`src/rtl/midi_msg_rx_pkg.sv`:
```
// MIDI message types, status-nibble and system-byte constants, and small decode helpers.
// Shared by the receiver top, its interface and the testbench.
package midi_msg_rx_pkg;

  typedef struct packed {
    logic [7:0] status;
    logic [7:0] data1;
    logic [7:0] data2;
  } midi_msg_t;

  localparam logic [3:0] NOTE_OFF = 4'h8;
  localparam logic [3:0] NOTE_ON  = 4'h9;
  localparam logic [3:0] POLY_AT  = 4'hA;
  localparam logic [3:0] CC       = 4'hB;
  localparam logic [3:0] PROG     = 4'hC;
  localparam logic [3:0] CH_AT    = 4'hD;
  localparam logic [3:0] PITCH    = 4'hE;

  localparam logic [7:0] SYSEX  = 8'hF0;
  localparam logic [7:0] EOX    = 8'hF7;
  localparam logic [7:0] RT_MIN = 8'hF8;

  typedef enum logic [2:0] {
    ST_IDLE, ST_NEED1, ST_NEED2, ST_SYSEX, ST_SKIP1, ST_SKIP2
  } parse_state_e;

  function automatic logic [1:0] data_bytes(input logic [7:0] st);
    case (st[7:4])
      PROG, CH_AT:                         return 2'd1;
      NOTE_OFF, NOTE_ON, POLY_AT, CC, PITCH: return 2'd2;
      default:                             return 2'd0;
    endcase
  endfunction

  // Note-On with velocity 0 is a Note-Off in disguise; optionally rewrite it.
  function automatic midi_msg_t make_msg(input logic [7:0] st, input logic [7:0] d1,
                                         input logic [7:0] d2, input logic normalize);
    midi_msg_t m;
    m.status = st;
    m.data1  = d1;
    m.data2  = d2;
    if (normalize && st[7:4] == NOTE_ON && d2 == 8'h00) m.status = {NOTE_OFF, st[3:0]};
    return m;
  endfunction

endpackage

```
`src/rtl/midi_msg_rx_if.sv`:
```
// Message output bundle of the MIDI receiver: ready/valid head-of-FIFO plus sticky overflow flag.
interface midi_msg_rx_if;
  import midi_msg_rx_pkg::*;

  logic      msg_valid_out;
  logic      msg_ready_in;
  midi_msg_t msg_out;
  logic      overflow_out;

  modport master (output msg_valid_out, output msg_out, output overflow_out, input msg_ready_in);
  modport slave  (input msg_valid_out, input msg_out, input overflow_out, output msg_ready_in);
endinterface

```
`src/rtl/midi_msg_fifo.sv`:
```
// Synchronous ready/valid FIFO, one cycle push-to-valid; a push while full succeeds only with a same-cycle pop.
// pop_in is ignored while empty; head reads as zero when empty.
module midi_msg_fifo #(
  parameter int WIDTH = 24,
  parameter int DEPTH = 4
) (
  input  logic             clk_in,
  input  logic             rst_in,
  input  logic             push_in,
  input  logic [WIDTH-1:0] push_dat_in,
  input  logic             pop_in,
  output logic [WIDTH-1:0] pop_dat_out,
  output logic             full_out,
  output logic             empty_out
);
  localparam int AW   = $clog2(DEPTH);
  localparam int CNTW = AW + 1;

  logic [WIDTH-1:0] mem_q [DEPTH];
  logic [WIDTH-1:0] mem_d [DEPTH];
  logic [AW-1:0]    wr_ptr_q, wr_ptr_d, rd_ptr_q, rd_ptr_d;
  logic [CNTW-1:0]  count_q, count_d;
  logic             do_push, do_pop;

  assign empty_out   = (count_q == '0);
  assign full_out    = (count_q == CNTW'(DEPTH));
  assign pop_dat_out = empty_out ? '0 : mem_q[rd_ptr_q];
  assign do_pop      = pop_in && !empty_out;
  assign do_push     = push_in && (!full_out || do_pop);

  always_comb begin
    mem_d    = mem_q;
    wr_ptr_d = wr_ptr_q;
    rd_ptr_d = rd_ptr_q;
    count_d  = count_q;
    if (do_push) begin
      mem_d[wr_ptr_q] = push_dat_in;
      wr_ptr_d        = wr_ptr_q + AW'(1);
    end
    if (do_pop) rd_ptr_d = rd_ptr_q + AW'(1);
    if (do_push && !do_pop) count_d = count_q + CNTW'(1);
    else if (!do_push && do_pop) count_d = count_q - CNTW'(1);
  end

  always_ff @(posedge clk_in) begin
    if (rst_in) begin
      for (int i = 0; i < DEPTH; i++) mem_q[i] <= '0;
      wr_ptr_q <= '0;
      rd_ptr_q <= '0;
      count_q  <= '0;
    end else begin
      mem_q    <= mem_d;
      wr_ptr_q <= wr_ptr_d;
      rd_ptr_q <= rd_ptr_d;
      count_q  <= count_d;
    end
  end
endmodule

```
`src/rtl/uart_rx.sv`:
```
// 8N1 UART receiver, LSB first, each bit sampled near its midpoint after a 2-flop synchroniser.
// byte_valid pulses one cycle per received byte; no backpressure, consume on the pulse.
module uart_rx #(
  parameter int CLOCKS_PER_BAUD = 32
) (
  input  logic       clk_in,
  input  logic       rst_in,
  input  logic       rx_in,
  output logic [7:0] byte_out,
  output logic       byte_valid
);
  localparam int CW = $clog2(CLOCKS_PER_BAUD + 1);
  localparam logic [CW-1:0] LAST = CW'(CLOCKS_PER_BAUD - 1);
  localparam logic [CW-1:0] HALF = CW'(CLOCKS_PER_BAUD / 2 - 1);

  typedef enum logic [1:0] {RX_IDLE, RX_START, RX_DATA, RX_STOP} rx_state_e;

  rx_state_e     state_q, state_d;
  logic [1:0]    sync_q, sync_d;
  logic [CW-1:0] cnt_q, cnt_d;
  logic [2:0]    bit_q, bit_d;
  logic [7:0]    shift_q, shift_d;
  logic          valid_q, valid_d;
  logic          rx_s;

  assign rx_s       = sync_q[1];
  assign byte_out   = shift_q;
  assign byte_valid = valid_q;

  always_comb begin
    sync_d  = {sync_q[0], rx_in};
    state_d = state_q;
    cnt_d   = cnt_q;
    bit_d   = bit_q;
    shift_d = shift_q;
    valid_d = 1'b0;
    case (state_q)
      RX_IDLE: begin
        cnt_d = '0;
        if (!rx_s) state_d = RX_START;
      end
      RX_START: begin
        if (cnt_q == HALF) begin
          cnt_d   = '0;
          bit_d   = '0;
          state_d = rx_s ? RX_IDLE : RX_DATA;
        end else cnt_d = cnt_q + CW'(1);
      end
      RX_DATA: begin
        if (cnt_q == LAST) begin
          cnt_d   = '0;
          shift_d = {rx_s, shift_q[7:1]};
          bit_d   = bit_q + 3'd1;
          if (bit_q == 3'd7) state_d = RX_STOP;
        end else cnt_d = cnt_q + CW'(1);
      end
      default: begin
        // A low stop bit is a framing error: drop the byte silently.
        if (cnt_q == LAST) begin
          valid_d = rx_s;
          state_d = RX_IDLE;
        end else cnt_d = cnt_q + CW'(1);
      end
    endcase
  end

  always_ff @(posedge clk_in) begin
    if (rst_in) begin
      state_q <= RX_IDLE;
      sync_q  <= 2'b11;
      cnt_q   <= '0;
      bit_q   <= '0;
      shift_q <= '0;
      valid_q <= 1'b0;
    end else begin
      state_q <= state_d;
      sync_q  <= sync_d;
      cnt_q   <= cnt_d;
      bit_q   <= bit_d;
      shift_q <= shift_d;
      valid_q <= valid_d;
    end
  end
endmodule

```
`src/rtl/midi_msg_rx.sv`:
```
// Serial MIDI in -> framed channel-voice messages (running status, realtime skip, channel filter) in a FIFO.
// Valid one cycle after the final byte; ready/valid out, completed messages dropped with sticky overflow when full.
module midi_msg_rx
  import midi_msg_rx_pkg::*;
#(
  parameter int          CLOCKS_PER_BAUD    = 32,
  parameter int          FIFO_DEPTH         = 4,
  parameter logic [15:0] CHANNEL_MASK       = 16'hFFFF,
  parameter bit          NORMALIZE_NOTE_OFF = 1'b1
) (
  input  logic          clk_in,
  input  logic          rst_in,
  input  logic          rx_in,
  midi_msg_rx_if.master msg_if
);
  logic         byte_vld;
  logic [7:0]   rx_byte;
  parse_state_e state_q, state_d;
  logic [7:0]   rs_q, rs_d, stat_q, stat_d, d1_q, d1_d;
  logic         rs_vld_q, rs_vld_d, overflow_q, overflow_d;
  logic [7:0]   first_st;
  logic         done, push, fifo_full, fifo_empty;
  midi_msg_t    done_msg;
  logic [23:0]  head;

  uart_rx #(.CLOCKS_PER_BAUD(CLOCKS_PER_BAUD)) u_uart (
    .clk_in(clk_in), .rst_in(rst_in), .rx_in(rx_in),
    .byte_out(rx_byte), .byte_valid(byte_vld)
  );

  always_comb begin
    state_d  = state_q;
    rs_d     = rs_q;
    rs_vld_d = rs_vld_q;
    stat_d   = stat_q;
    d1_d     = d1_q;
    done     = 1'b0;
    done_msg = '0;
    // In IDLE a data byte restarts the running-status message.
    first_st = (state_q == ST_IDLE) ? rs_q : stat_q;
    if (byte_vld && rx_byte < RT_MIN) begin
      if (rx_byte[7]) begin
        if (rx_byte < SYSEX) begin
          rs_d     = rx_byte;
          rs_vld_d = 1'b1;
          stat_d   = rx_byte;
          state_d  = ST_NEED1;
        end else begin
          rs_vld_d = 1'b0;
          case (rx_byte)
            SYSEX:        state_d = ST_SYSEX;
            8'hF1, 8'hF3: state_d = ST_SKIP1;
            8'hF2:        state_d = ST_SKIP2;
            EOX:          state_d = ST_IDLE;
            default:      state_d = ST_IDLE;
          endcase
        end
      end else begin
        case (state_q)
          ST_IDLE, ST_NEED1: begin
            if (state_q == ST_NEED1 || rs_vld_q) begin
              stat_d = first_st;
              d1_d   = rx_byte;
              if (data_bytes(first_st) == 2'd1) begin
                done     = 1'b1;
                done_msg = make_msg(first_st, rx_byte, 8'h00, NORMALIZE_NOTE_OFF);
              end else state_d = ST_NEED2;
            end
          end
          ST_NEED2: begin
            done     = 1'b1;
            done_msg = make_msg(stat_q, d1_q, rx_byte, NORMALIZE_NOTE_OFF);
          end
          ST_SKIP2: state_d = ST_SKIP1;
          ST_SKIP1: state_d = ST_IDLE;
          default:  state_d = state_q;
        endcase
        if (done) state_d = ST_IDLE;
      end
    end
  end

  assign push = done && CHANNEL_MASK[done_msg.status[3:0]];
  // When full the head is valid, so a same-cycle pop is exactly msg_ready_in.
  assign overflow_d = overflow_q | (push & fifo_full & ~msg_if.msg_ready_in);

  midi_msg_fifo #(.WIDTH(24), .DEPTH(FIFO_DEPTH)) u_fifo (
    .clk_in(clk_in), .rst_in(rst_in),
    .push_in(push), .push_dat_in(done_msg),
    .pop_in(msg_if.msg_ready_in), .pop_dat_out(head),
    .full_out(fifo_full), .empty_out(fifo_empty)
  );

  assign msg_if.msg_valid_out = !fifo_empty;
  assign msg_if.msg_out       = head;
  assign msg_if.overflow_out  = overflow_q;

  always_ff @(posedge clk_in) begin
    if (rst_in) begin
      state_q    <= ST_IDLE;
      rs_q       <= '0;
      rs_vld_q   <= 1'b0;
      stat_q     <= '0;
      d1_q       <= '0;
      overflow_q <= 1'b0;
    end else begin
      state_q    <= state_d;
      rs_q       <= rs_d;
      rs_vld_q   <= rs_vld_d;
      stat_q     <= stat_d;
      d1_q       <= d1_d;
      overflow_q <= overflow_d;
    end
  end
endmodule

```
`src/flat_wrapper.sv`:
```
// flat-port wrapper written by rule: the top's interface ports become plain ports
module midi_msg_rx_flat import midi_msg_rx_pkg::*;
#(
  parameter int          CLOCKS_PER_BAUD    = 32,
  parameter int          FIFO_DEPTH         = 4,
  parameter logic [15:0] CHANNEL_MASK       = 16'hFFFF,
  parameter bit          NORMALIZE_NOTE_OFF = 1'b1
)
  (clk_in, rst_in, rx_in, msg_if_msg_valid_out, msg_if_msg_out, msg_if_overflow_out, msg_if_msg_ready_in);
  midi_msg_rx_if msg_if_i ();
  input  logic clk_in;
  input  logic rst_in;
  input  logic rx_in;
  output wire logic [$bits(msg_if_i.msg_valid_out)-1:0] msg_if_msg_valid_out;
  output wire logic [$bits(msg_if_i.msg_out)-1:0] msg_if_msg_out;
  output wire logic [$bits(msg_if_i.overflow_out)-1:0] msg_if_overflow_out;
  input wire logic [$bits(msg_if_i.msg_ready_in)-1:0] msg_if_msg_ready_in;
  assign msg_if_msg_valid_out = msg_if_i.msg_valid_out;
  assign msg_if_msg_out = msg_if_i.msg_out;
  assign msg_if_overflow_out = msg_if_i.overflow_out;
  assign msg_if_i.msg_ready_in = msg_if_msg_ready_in;
  midi_msg_rx #(.CLOCKS_PER_BAUD(CLOCKS_PER_BAUD), .FIFO_DEPTH(FIFO_DEPTH), .CHANNEL_MASK(CHANNEL_MASK), .NORMALIZE_NOTE_OFF(NORMALIZE_NOTE_OFF)) u_core (.clk_in(clk_in), .rst_in(rst_in), .rx_in(rx_in), .msg_if(msg_if_i));
endmodule
```
`config.mk`:
```
export PLATFORM = sky130hd
export DESIGN_NAME = midi_msg_rx_flat
export DESIGN_NICKNAME = d
export VERILOG_FILES = /design/src/rtl/midi_msg_rx_pkg.sv /design/src/rtl/midi_msg_rx_if.sv /design/src/rtl/midi_msg_fifo.sv /design/src/rtl/uart_rx.sv /design/src/rtl/midi_msg_rx.sv /design/src/flat_wrapper.sv
export SDC_FILE = /design/constraint.sdc
export NUM_CORES = 1
export LEC_CHECK = 0
export ABC_AREA = 1
export BUFFER_PORTS_ARGS = -buffer_cell sky130_fd_sc_hd__clkbuf_2
export CAP_MARGIN = 20
export CORE_ASPECT_RATIO = 0.5
export CORE_MARGIN = 1
export CORE_UTILIZATION = 40
export DETAILED_ROUTE_END_ITERATION = 8
export GPL_TIMING_DRIVEN = 0
export RECOVER_POWER = 100
export SLEW_MARGIN = 10
export SYNTH_ARGS = -nofsm -noshare
export SYNTH_HDL_FRONTEND = slang
export SYNTH_SLANG_ARGS = --single-unit
export TNS_END_PERCENT = 100
```
`constraint.sdc`:
```
create_clock -name clk_in -period 2.8 [get_ports clk_in]
set_input_delay 0.42 -clock clk_in [delete_from_list [all_inputs] [get_ports clk_in]]
set_output_delay 0.42 -clock clk_in [all_outputs]
set_load 0.005 [all_outputs]
```
==> summary.txt <==
Outcome
  • Status: completed

Yosys
  • Ys Warns: 0
  • Simple-Gate Fraction of Synth Area: 28.98%
  • Post-synthesis xor/xnor area fraction: 0.2353%
  • Largest family of logic cells by synthesized area: simple AND/OR/NAND/NOR gates
  • Synth Flop Type: dfxtp_1
  • Compound-cell area share of the yosys netlist: 16.51%
  • Synth top area cells: dfxtp_1, nand2_1, nor2_1, inv_1, a21oi_1
  • Largest area contributor in the netlist: dfxtp_1
  • EDFF count, synth: 0
  • Seq/Total Area, Yosys: 39.00%
  • Post-synth ARST share: 0%
  • Leading cell types by count after synthesis: nand2_1, nor2_1, inv_1
  • Mapped Cells: 1149
  • Most common cell in the synthesized netlist: nand2_1
  • Synth top area share: 39.00%
  • Post-synth cell types: 43
  • Synth Area per Inst: 6.478 um^2
  • Mapped Area: 0.007443 mm^2
  • Synth Area in Adders: 2.286%
  • Mux share of post-synthesis cell area: 0%
  • Yosys reg bits: 145

Clock network
  • Clock Tree Buf Depth: 2
  • TritonCTS buffer count: 17
  • TritonCTS clock tree: built
  • Clk pin slew, worst setup/hold paths: 0.06 ns
  • # clock sinks: 145
  • Clk_lat worst skew: 0.42 ns
  • H-tree lvl count: 4
  • CTS root buf: clkbuf_16
  • Hold_buf cts: 0

Setup path
  • RR Startpoint: u_core.u_uart.byte_out[7]
  • CP startpoint: u_core.u_fifo.rd_ptr_q[0]
  • Critical Path, Cell by Cell: clkinv_2 -> clkbuf_1 -> a21oi_1 -> o21ai_0 -> a21oi_1 -> clkbuf_2
  • Most common cell on crit path: a21oi_1
  • R2R depth: 15
  • CP required: 2.38 ns
  • Critical-path top delay cell: dfxtp_2
  • Critical path type: register to output pin
  • R2r setup slk: 0.23 ns
  • Crit path max fanout: 10
  • WP depth: 6
  • CP Data Arrival Time: 2.16 ns
  • Worst reg2reg path endpoint: u_core.u_fifo.count_q[2]
  • CP Launch Type: register
  • CP endpoint kind: output pin
  • Max incr delay on CP: 0.44 ns
  • Critical path's top delay family: buffers and inverters
  • Crit path to: msg_if_msg_out[9]
  • Buf/Inv on CP: 3

Cells and area
  • Post-layout util: 48.21%
  • Register area: 0.002908 mm^2
  • Multi-input gate area: 0.003588 mm^2
  • Layout Nets: 1216
  • Diodes inserted: 0
  • P&R area growth vs syn: 15.16%
  • Ratio of cells with drive above 1 in the final layout: 9.076%
  • Final non-filler cell total: 1446
  • Fillers: 1844

Place
  • Port bufs: 27
  • Placer Congestion: 0.8941
  • Post-DP HPWL: 15960 um
  • Placed insts: 1411

Detailed routing
  • Via Count: 7192
  • Via/cell ratio: 4.974
  • DR WL met2: 10300 um
  • Post-route ant nets: 0
  • Pre-Repair DR Iteration Count: 5
  • DRT Wirelength: 22810 um
  • Remaining DRCs: 0
  • Drt wl/cell: 15.77 um
  • Uppermost layer routed: met4
  • Met3 wire length: 1811 um
  • Initial DRC Count: 590
  • Met1 WL: 10380 um

Floorplan
  • Die W: 194.9 um
  • Num ports: 30
  • Die Span Y: 98.46 um
  • FP Rows: 34
  • Core area: 0.01778 mm^2
  • Die area: 0.01919 mm^2
  • Initial core utilization: 41.86%

Power
  • PD cells: 669.6 mW/mm^2
  • Static Leak: 0.003972 uW
  • Power Total: 5740 uW
  • Worst-case vdd ir drop: 0.4691 mV

STA
  • RSZ-0062 raised after global routing: yes
  • Final Max Tran Viols: 0
  • Period Utilization, post-route: 92.22%
  • Fin Setup TNS: 0 ns
  • Relative max-transition margin: 44.33%
  • Final Hold Viols: 0
  • Clock skew: 0.008261 ns
  • Final setup viols: 0
  • Fmax: 0.3873 GHz
  • Post-layout min period: 2.582 ns
  • Worst slew pin tran: 0.8287 ns

Global route
  • Vias in the first global route: 6891
  • GR Overflow Total: 0
  • Total track usage: 24.80%
  • First-pass GRT wire length: 36410 um
  • Antenna violations before repair: 0
  • Pin count of the biggest net entering global routing: 17

Job
  • Max cap viols: 0

Worst hold path
  • HP Class: input pin to register
## layer usage
metal	vias up	track usage, %
met5	-	0
met3	27	4.415
met1	3271	32.98
li1	3648	-
met2	246	41.18
met4	0	7.632
## layout make-up
class                           count  area share, %
Buffer                             55          3.124
Inverter                          184          8.072
Sequential cell                   145          33.92
Clock inverter                     12          2.379
Multi-Input combinational cell    765          41.86
Tap cell                          234          3.416
Timing Repair Buffer               31          1.898
Clock buffer                       20          5.328
## report_power, final
part / internal, uW / leakage, uW / switching, uW
clock network: 1640 / 0.000313 / 946
registers: 2100 / 0.00117 / 45.3
logic: 296 / 0.00249 / 716
## worst min-delay path by stage
stage | slack (ns) | from | endpoint | depth (start not counted)
after floorplan | 0.39 | u_core.u_uart.sync_q[0] | u_core.u_uart.sync_q[1] | 1
after global placement | 0.39 | u_core.u_uart.sync_q[0] | u_core.u_uart.sync_q[1] | 1
after detailed placement | 0.40 | u_core.u_uart.sync_q[0] | u_core.u_uart.sync_q[1] | 1
after CTS | 0.17 | rx_in | u_core.u_uart.sync_q[0] | 2
after global routing | 0.17 | rx_in | u_core.u_uart.sync_q[0] | 2
final | 0.18 | rx_in | u_core.u_uart.sync_q[0] | 2
## sequential cells by signal, summed over array words and instances, names as in the netlist, 3 cells and up
register,cells
u_core.state_q,3
u_core.u_fifo.count_q,3
u_core.u_uart.cnt_q,6
u_core.u_uart.byte_out,8
u_core.u_fifo.mem_q,88
u_core.rs_q,8
u_core.d1_q,7
u_core.stat_q,8
u_core.u_uart.bit_q,3
## cell families after synthesis
family,after synthesis
other,1
and+or+nand+nor,515
AOI/OAI and AO/OA,233
buffers and inverters,240
adders and majority gates,13
xor gates and xnor gates,2
DFF,145
## timing repair
action	4_1_cts	5_1_grt
setup endpoints to repair	3	3
cloned	0	0
pin swaps	0	1
buffers inserted	0	4
resized for setup	1	5
## placed cells by master, fill, tap and decap left out, types with 3 or more instances in the layout
| cell type | synthesis | final |
|---|---|---|
| a211oi_1 | 9 | 9 |
| clkbuf_1 | 32 | 35 |
| ha_1 | 12 | 12 |
| buf_4 | 5 | 9 |
| buf_2 | 11 | 10 |
| inv_1 | 178 | 178 |
| bufinv_16 | 0 | 5 |
| nand2_1 | 276 | 276 |
| dfxtp_2 | 0 | 4 |
| a21oi_1 | 112 | 112 |
| nor2_1 | 182 | 182 |
| clkbuf_16 | 0 | 17 |
| buf_1 | 4 | 4 |
| clkinvlp_4 | 0 | 3 |
| nor2_2 | 5 | 5 |
| o21a_1 | 4 | 4 |
| o21ai_1 | 8 | 8 |
| dfxtp_1 | 145 | 141 |
| nand4_4 | 4 | 4 |
| nor3_1 | 17 | 17 |
| clkbuf_2 | 0 | 25 |
| o21ai_0 | 93 | 93 |
| or2_2 | 3 | 3 |
| nand3_1 | 15 | 15 |
| buf_6 | 4 | 4 |
| inv_2 | 3 | 3 |
## through the flow
step | hold WS (ns) | worst slack, ns | area [um^2]
floorplan | 0.3895 | 0.4261 | 7447
global placement | 0.3949 | 0.1164 | 7875
detailed placement | 0.3967 | 0.1094 | 7875
CTS | 0.1730 | 0.08545 | 8533
global route | 0.1741 | -0.08906 | 8572
finish | 0.1798 | 0.2177 | 8572
No activity file was read; power rests on OpenSTA's default activity.
